--- src/rtl/alu_button_sequencer.sv ---
// Operand/opcode entry and execute block for the board-level ALU.
// Push-buttons are synchronised and edge-detected; A, B and the opcode are
// latched from the switches, and an execute request runs a one-cycle EXEC
// state that registers the result and status flags for the LEDs.
// Ports:
//   i_clk, i_reset         clock, synchronous active-high reset
//   i_switch               data/opcode switches (sampled directly at the action edge)
//   i_btn_a/_b/_op/_exec   asynchronous push-buttons
//   o_a, o_b, o_opcode     currently latched operands and opcode
//   o_result, o_zero, o_carry, o_overflow, o_err   last registered result/flags
//   o_valid                one-cycle pulse after a result is registered
//   o_busy                 high while the FSM is in EXEC
module alu_button_sequencer #(
  parameter int NB_DATA   = 8,
  parameter int NB_OPCODE = 6,
  parameter int NB_SYNC   = 2
) (
  input  logic                 i_clk,
  input  logic                 i_reset,
  input  logic [NB_DATA-1:0]   i_switch,
  input  logic                 i_btn_a,
  input  logic                 i_btn_b,
  input  logic                 i_btn_op,
  input  logic                 i_btn_exec,
  output logic [NB_DATA-1:0]   o_a,
  output logic [NB_DATA-1:0]   o_b,
  output logic [NB_OPCODE-1:0] o_opcode,
  output logic [NB_DATA-1:0]   o_result,
  output logic                 o_zero,
  output logic                 o_carry,
  output logic                 o_overflow,
  output logic                 o_err,
  output logic                 o_valid,
  output logic                 o_busy
);

  typedef enum logic {ST_IDLE, ST_EXEC} state_t;

  localparam logic [NB_OPCODE-1:0] OP_ADD = NB_OPCODE'(6'b100000);
  localparam logic [NB_OPCODE-1:0] OP_SUB = NB_OPCODE'(6'b100010);
  localparam logic [NB_OPCODE-1:0] OP_AND = NB_OPCODE'(6'b100100);
  localparam logic [NB_OPCODE-1:0] OP_OR  = NB_OPCODE'(6'b100101);
  localparam logic [NB_OPCODE-1:0] OP_XOR = NB_OPCODE'(6'b100110);
  localparam logic [NB_OPCODE-1:0] OP_NOR = NB_OPCODE'(6'b100111);
  localparam logic [NB_OPCODE-1:0] OP_SRA = NB_OPCODE'(6'b000011);
  localparam logic [NB_OPCODE-1:0] OP_SRL = NB_OPCODE'(6'b000010);
  localparam logic [NB_DATA-1:0]   SHIFT_LIM = NB_DATA'(NB_DATA);

  // Button bit order everywhere: {exec, op, b, a}
  logic [3:0] btn_raw;
  logic [3:0] sync_q [NB_SYNC];
  logic [3:0] sync_d [NB_SYNC];
  logic [3:0] dly_q, dly_d;
  logic [3:0] btn_edge;

  state_t                 state_q, state_d;
  logic [NB_DATA-1:0]     a_q, a_d, b_q, b_d, snap_a_q, snap_a_d, snap_b_q, snap_b_d;
  logic [NB_OPCODE-1:0]   opcode_q, opcode_d, snap_op_q, snap_op_d;
  logic [NB_DATA-1:0]     result_q, result_d;
  logic                   zero_q, zero_d, carry_q, carry_d;
  logic                   overflow_q, overflow_d, err_q, err_d, valid_q, valid_d;

  logic [NB_DATA:0]       alu_sum;
  logic [NB_DATA-1:0]     alu_diff, alu_res;
  logic                   alu_c, alu_v, alu_e;

  assign btn_raw  = {i_btn_exec, i_btn_op, i_btn_b, i_btn_a};
  assign btn_edge = sync_q[NB_SYNC-1] & ~dly_q;

  always_comb begin
    sync_d[0] = btn_raw;
    for (int unsigned i = 1; i < NB_SYNC; i++) begin
      sync_d[i] = sync_q[i-1];
    end
    dly_d = sync_q[NB_SYNC-1];
  end

  // ALU works only from the snapshot so in-flight results ignore later input changes
  always_comb begin
    alu_sum  = {1'b0, snap_a_q} + {1'b0, snap_b_q};
    alu_diff = snap_a_q - snap_b_q;
    alu_res  = '0;
    alu_c    = 1'b0;
    alu_v    = 1'b0;
    alu_e    = 1'b0;
    case (snap_op_q)
      OP_ADD: begin
        alu_res = alu_sum[NB_DATA-1:0];
        alu_c   = alu_sum[NB_DATA];
        alu_v   = (snap_a_q[NB_DATA-1] == snap_b_q[NB_DATA-1]) &&
                  (alu_res[NB_DATA-1] != snap_a_q[NB_DATA-1]);
      end
      OP_SUB: begin
        alu_res = alu_diff;
        alu_c   = (snap_a_q < snap_b_q);
        alu_v   = (snap_a_q[NB_DATA-1] != snap_b_q[NB_DATA-1]) &&
                  (alu_res[NB_DATA-1] != snap_a_q[NB_DATA-1]);
      end
      OP_AND: alu_res = snap_a_q & snap_b_q;
      OP_OR:  alu_res = snap_a_q | snap_b_q;
      OP_XOR: alu_res = snap_a_q ^ snap_b_q;
      OP_NOR: alu_res = ~(snap_a_q | snap_b_q);
      OP_SRA: begin
        if (snap_b_q >= SHIFT_LIM) alu_res = {NB_DATA{snap_a_q[NB_DATA-1]}};
        else                        alu_res = $unsigned($signed(snap_a_q) >>> snap_b_q);
      end
      OP_SRL: begin
        if (snap_b_q >= SHIFT_LIM) alu_res = '0;
        else                        alu_res = snap_a_q >> snap_b_q;
      end
      default: alu_e = 1'b1;
    endcase
  end

  always_comb begin
    state_d    = state_q;
    a_d        = a_q;
    b_d        = b_q;
    opcode_d   = opcode_q;
    snap_a_d   = snap_a_q;
    snap_b_d   = snap_b_q;
    snap_op_d  = snap_op_q;
    result_d   = result_q;
    zero_d     = zero_q;
    carry_d    = carry_q;
    overflow_d = overflow_q;
    err_d      = err_q;
    valid_d    = 1'b0;
    case (state_q)
      ST_IDLE: begin
        // Fixed priority; losing coincident edges are simply discarded
        if (btn_edge[0])      a_d      = i_switch;
        else if (btn_edge[1]) b_d      = i_switch;
        else if (btn_edge[2]) opcode_d = i_switch[NB_OPCODE-1:0];
        else if (btn_edge[3]) begin
          snap_a_d  = a_q;
          snap_b_d  = b_q;
          snap_op_d = opcode_q;
          state_d   = ST_EXEC;
        end
      end
      ST_EXEC: begin
        result_d   = alu_res;
        zero_d     = (alu_res == '0);
        carry_d    = alu_c;
        overflow_d = alu_v;
        err_d      = alu_e;
        valid_d    = 1'b1;
        state_d    = ST_IDLE;
      end
      default: state_d = ST_IDLE;
    endcase
  end

  always_ff @(posedge i_clk) begin
    if (i_reset) begin
      for (int unsigned i = 0; i < NB_SYNC; i++) sync_q[i] <= '0;
      dly_q      <= '0;
      state_q    <= ST_IDLE;
      a_q        <= '0;
      b_q        <= '0;
      opcode_q   <= '0;
      snap_a_q   <= '0;
      snap_b_q   <= '0;
      snap_op_q  <= '0;
      result_q   <= '0;
      zero_q     <= 1'b0;
      carry_q    <= 1'b0;
      overflow_q <= 1'b0;
      err_q      <= 1'b0;
      valid_q    <= 1'b0;
    end else begin
      for (int unsigned i = 0; i < NB_SYNC; i++) sync_q[i] <= sync_d[i];
      dly_q      <= dly_d;
      state_q    <= state_d;
      a_q        <= a_d;
      b_q        <= b_d;
      opcode_q   <= opcode_d;
      snap_a_q   <= snap_a_d;
      snap_b_q   <= snap_b_d;
      snap_op_q  <= snap_op_d;
      result_q   <= result_d;
      zero_q     <= zero_d;
      carry_q    <= carry_d;
      overflow_q <= overflow_d;
      err_q      <= err_d;
      valid_q    <= valid_d;
    end
  end

  assign o_a        = a_q;
  assign o_b        = b_q;
  assign o_opcode   = opcode_q;
  assign o_result   = result_q;
  assign o_zero     = zero_q;
  assign o_carry    = carry_q;
  assign o_overflow = overflow_q;
  assign o_err      = err_q;
  assign o_valid    = valid_q;
  assign o_busy     = (state_q == ST_EXEC);

endmodule

--- config.mk ---
export PLATFORM = sky130hd
export DESIGN_NAME = alu_button_sequencer
export DESIGN_NICKNAME = d
export VERILOG_FILES = /design/src/rtl/alu_button_sequencer.sv
export SDC_FILE = /design/constraint.sdc
export NUM_CORES = 1
export LEC_CHECK = 0
export CORE_MARGIN = 1
export CORE_UTILIZATION = 35
export DETAILED_ROUTE_END_ITERATION = 12
export GPL_TIMING_DRIVEN = 0
export PLACE_DENSITY = 0.6
export SYNTH_ARGS = -nofsm -noshare
export SYNTH_HDL_FRONTEND = slang
export SYNTH_SLANG_ARGS = --single-unit
--- constraint.sdc ---
create_clock -name i_clk -period 3.1 [get_ports i_clk]
set_input_delay 0.62 -clock i_clk [delete_from_list [all_inputs] [get_ports i_clk]]
set_output_delay 0.62 -clock i_clk [all_outputs]
set_load 0.03 [all_outputs]
==> impl_metrics.toml <==
[final_layout]
drive_gt1_frac = 0.07394
synthToLayoutAreaGrowth_pct = 23.15
fin_cells = 684
diodes = 0
nNetsFinal = 577

[synthesis]
syn_nets = 518
synth_compound_area_frac = 0.1665
ys_types = 67
synth_mux_area_frac = 0.1394
syn_inst = 477
synth_seq_cells = 70
synth-async-reset-ratio = 0
synth_top_area_share = 0.3371
synth_top_area_cell = "dfxtp_1"
ys_top_cells_by_area = "dfxtp_1 (34%), mux2i_1 (12%), ha_1 (7.5%)"
synthAdderAreaFrac = 0.08489
ys_top_cells_by_count = "nor2_1 (74), dfxtp_1 (70), mux2i_1 (50)"
synth_top_family_by_area = "simple AND/OR/NAND/NOR gates"
synth_ff_type = "dfxtp_1"
yosysSeqAreaShare = 0.3371
synth_edf_count = 0
yosys_warnings = 0
syn_area_mm2 = 0.004156
synth-simple-area-share = 0.2008
syn_avg_cell_area_um2 = 8.714
synth_xor_area_frac = 0.01475
synth.most_common_cell = "nor2_1"

[place]
finalWeightedCongestion = 0.9333
place_hpwl_um = 8994
io_buffers = 48
dp.cells = 668
post-place-ws_ps = -261.2

[floorplanning]
rows = 39
chipHeight_um = 111.0
die_w_um = 111.0
die-area_mm2 = 0.01232
core_mm2 = 0.01152
pin_count = 50
start_util = 0.3609

[cts]
clkSinkCount = 70
clkTransAtPathRegs_ps = 60
cts_root_buffer = "clkbuf_16"
numCtsBuffers = 9
clkLatencyLatePin_ps = 330
ctsHtreeMaxLevel = 3
cts_tree = "yes"
cts_buffer_depth = 2

[status]
status = "finished, final reports clean"

[sta]
rsz0062_at_grt = "no"
hold_viol_final = 0
fin_crit_ps = 2873
finClkSkew_ps = 6.382
slew_headroom = 0.3486
setup_ws_ps = 227.4
drv_slew = 0
fmax_ghz = 0.3481
finalCritPeriodShare = 0.9266
finalSetupTns_ps = 0
holdWs_ps = 435.5
tightest_slew_ps = 969.0
setup_violations = 0

[global_route]
antenna_found_initial = 0
grt_pass1_vias = 3590
grt_usage = 0.1974
grt_max_degree = 16
grt_overflow = 0
grt_first_pass_wirelength_um = 19170

[power_and_ir_drop]
peakVddDrop_mv = 0.3916
powerDensity_mw_per_mm2 = 408.1
leakage_nw = 1.959

[route]
wl_um = 11700
detail_route.wl_per_cell_um = 17.10
drc = 0
drt_pass1_iterations = 5
dr_total_vias = 3698
drt-initial-drc-count = 154
routed_via_density = 5.406
ant_nets = 0

[worst_setup_path]
path_class = "reg -> reg"
end_kind = "flop"
startpoint_type = "flop"
cp.arrival_ps = 3090
cp.required_ps = 3320
crit_fanout = 10

[hold_path]
hp-class = "reg -> reg"

[run]
drv_cap = 0
[sequential cells by signal, summed over array words and instances, names as in the netlist]
name and count:
dly_q 4, o_a 8, o_b 8, o_busy 1, o_carry 1, o_err 1, o_opcode 6, o_overflow 1
o_result 8, o_valid 1, o_zero 1, snap_a_q 8, snap_b_q 8, snap_op_q 6, sync_q 8
[repair_timing]
item / CTS / global route
setup endpoints to repair: 1 / 2
hold buffers: 0 / 0
buffers inserted: 0 / 0
pin swaps: 0 / 0
resized for setup: 2 / 6
[final timing paths]
kind,startpoint,end,slack (ps),cells past startpoint
worst max-delay path,snap_a_q[3]$_SDFFE_PP0P_,o_zero$_SDFFE_PP0P_,230,11
worst min-delay path,sync_q[0][1]$_SDFF_PP0_,sync_q[0][5]$_SDFF_PP0_,440,1
worst max register to register,snap_a_q[3]$_SDFFE_PP0P_,o_zero$_SDFFE_PP0P_,230,11
worst min register to register,sync_q[0][1]$_SDFF_PP0_,sync_q[0][5]$_SDFF_PP0_,440,1
[cell usage in the layout (no fill, tap or decap), types with 3 or more instances in the layout]
cell type	Yosys	routed
nor3_1	6	6
ha_1	25	25
o211ai_1	4	4
o31ai_1	3	3
nor2_1	74	74
clkbuf_16	0	9
o21ai_0	14	14
nand2_1	14	14
dfxtp_1	70	69
o21bai_1	3	3
a31oi_1	5	5
a221oi_1	3	3
mux4_2	3	3
clkdlybuf4s50_1	0	48
nor4_1	4	4
a22oi_1	4	4
a21oi_1	14	14
inv_1	22	22
a211oi_1	11	11
xnor2_1	5	5
o21ai_1	7	7
a311oi_1	5	5
nand3_1	9	9
clkbuf_1	28	26
mux2i_1	50	50
nand2b_1	14	14
nor2b_1	17	17
o22ai_1	6	6
and3_1	5	5
[per-layer routing]
| layer | part of all wire | wire length (um) | global-route usage | up-vias |
|---|---|---|---|---|
| li1 | - | - | - | 1815 |
| met1 | 0.48 | 5660 | 0.2678 | 1754 |
| met2 | 0.45 | 5225 | 0.3119 | 108 |
| met3 | 0.043 | 505 | 0.03499 | 21 |
| met4 | 0.026 | 305 | 0.07397 | 0 |
| met5 | 0 | 0 | 0 | - |
[power breakdown]
| group | total [mW] | leakage [nW] | switching [mW] | internal [mW] |
|---|---|---|---|---|
| clock | 0.981 | 0.140 | 0.420 | 0.561 |
| combinational | 0.172 | 1.25 | 0.0975 | 0.0748 |
| sequential | 0.936 | 0.568 | 0.0149 | 0.921 |
[critical path, cell delays in order (launching register included)]
cell	delay [ps]
dfxtp_1	470
inv_1	130
ha_1	290
clkbuf_1	340
nand3_1	120
o22ai_1	310
o22ai_1	180
nor3_1	170
a31oi_1	70
o2111a_1	280
and3_1	150
a32o_2	250
[cell type report]
| type | count | area (um^2) |
|---|---|---|
| Sequential cell | 70 | 1403 |
| Multi-Input combinational cell | 349 | 2526 |
| Inverter | 24 | 90.09 |
| Buffer | 34 | 150.1 |
| Clock inverter | 7 | 65.06 |
| Clock buffer | 9 | 225.2 |
| Timing Repair Buffer | 48 | 480.5 |
| Fill cell | 1134 | 6397 |
| Tap cell | 143 | 178.9 |
[kinds of logic after synthesis]
| logic type | after synthesis |
|---|---|
| flops | 70 |
| fa+ha+maj | 27 |
| simple gates | 161 |
| compound gates | 100 |
| mux | 54 |
| xor+xnor | 7 |
| buf+inv | 58 |
[per-stage QoR]
stage               utilization  cell area, um^2  power, mW
detailed placement       0.4182             4816      1.128
global route             0.4445             5119      2.177
global placement         0.4182             4816      1.126
floorplan                     -             4156      1.058
finish                   0.4445             5119      2.089
CTS                      0.4436             5109      2.113
(Power assumes the default switching activity.)
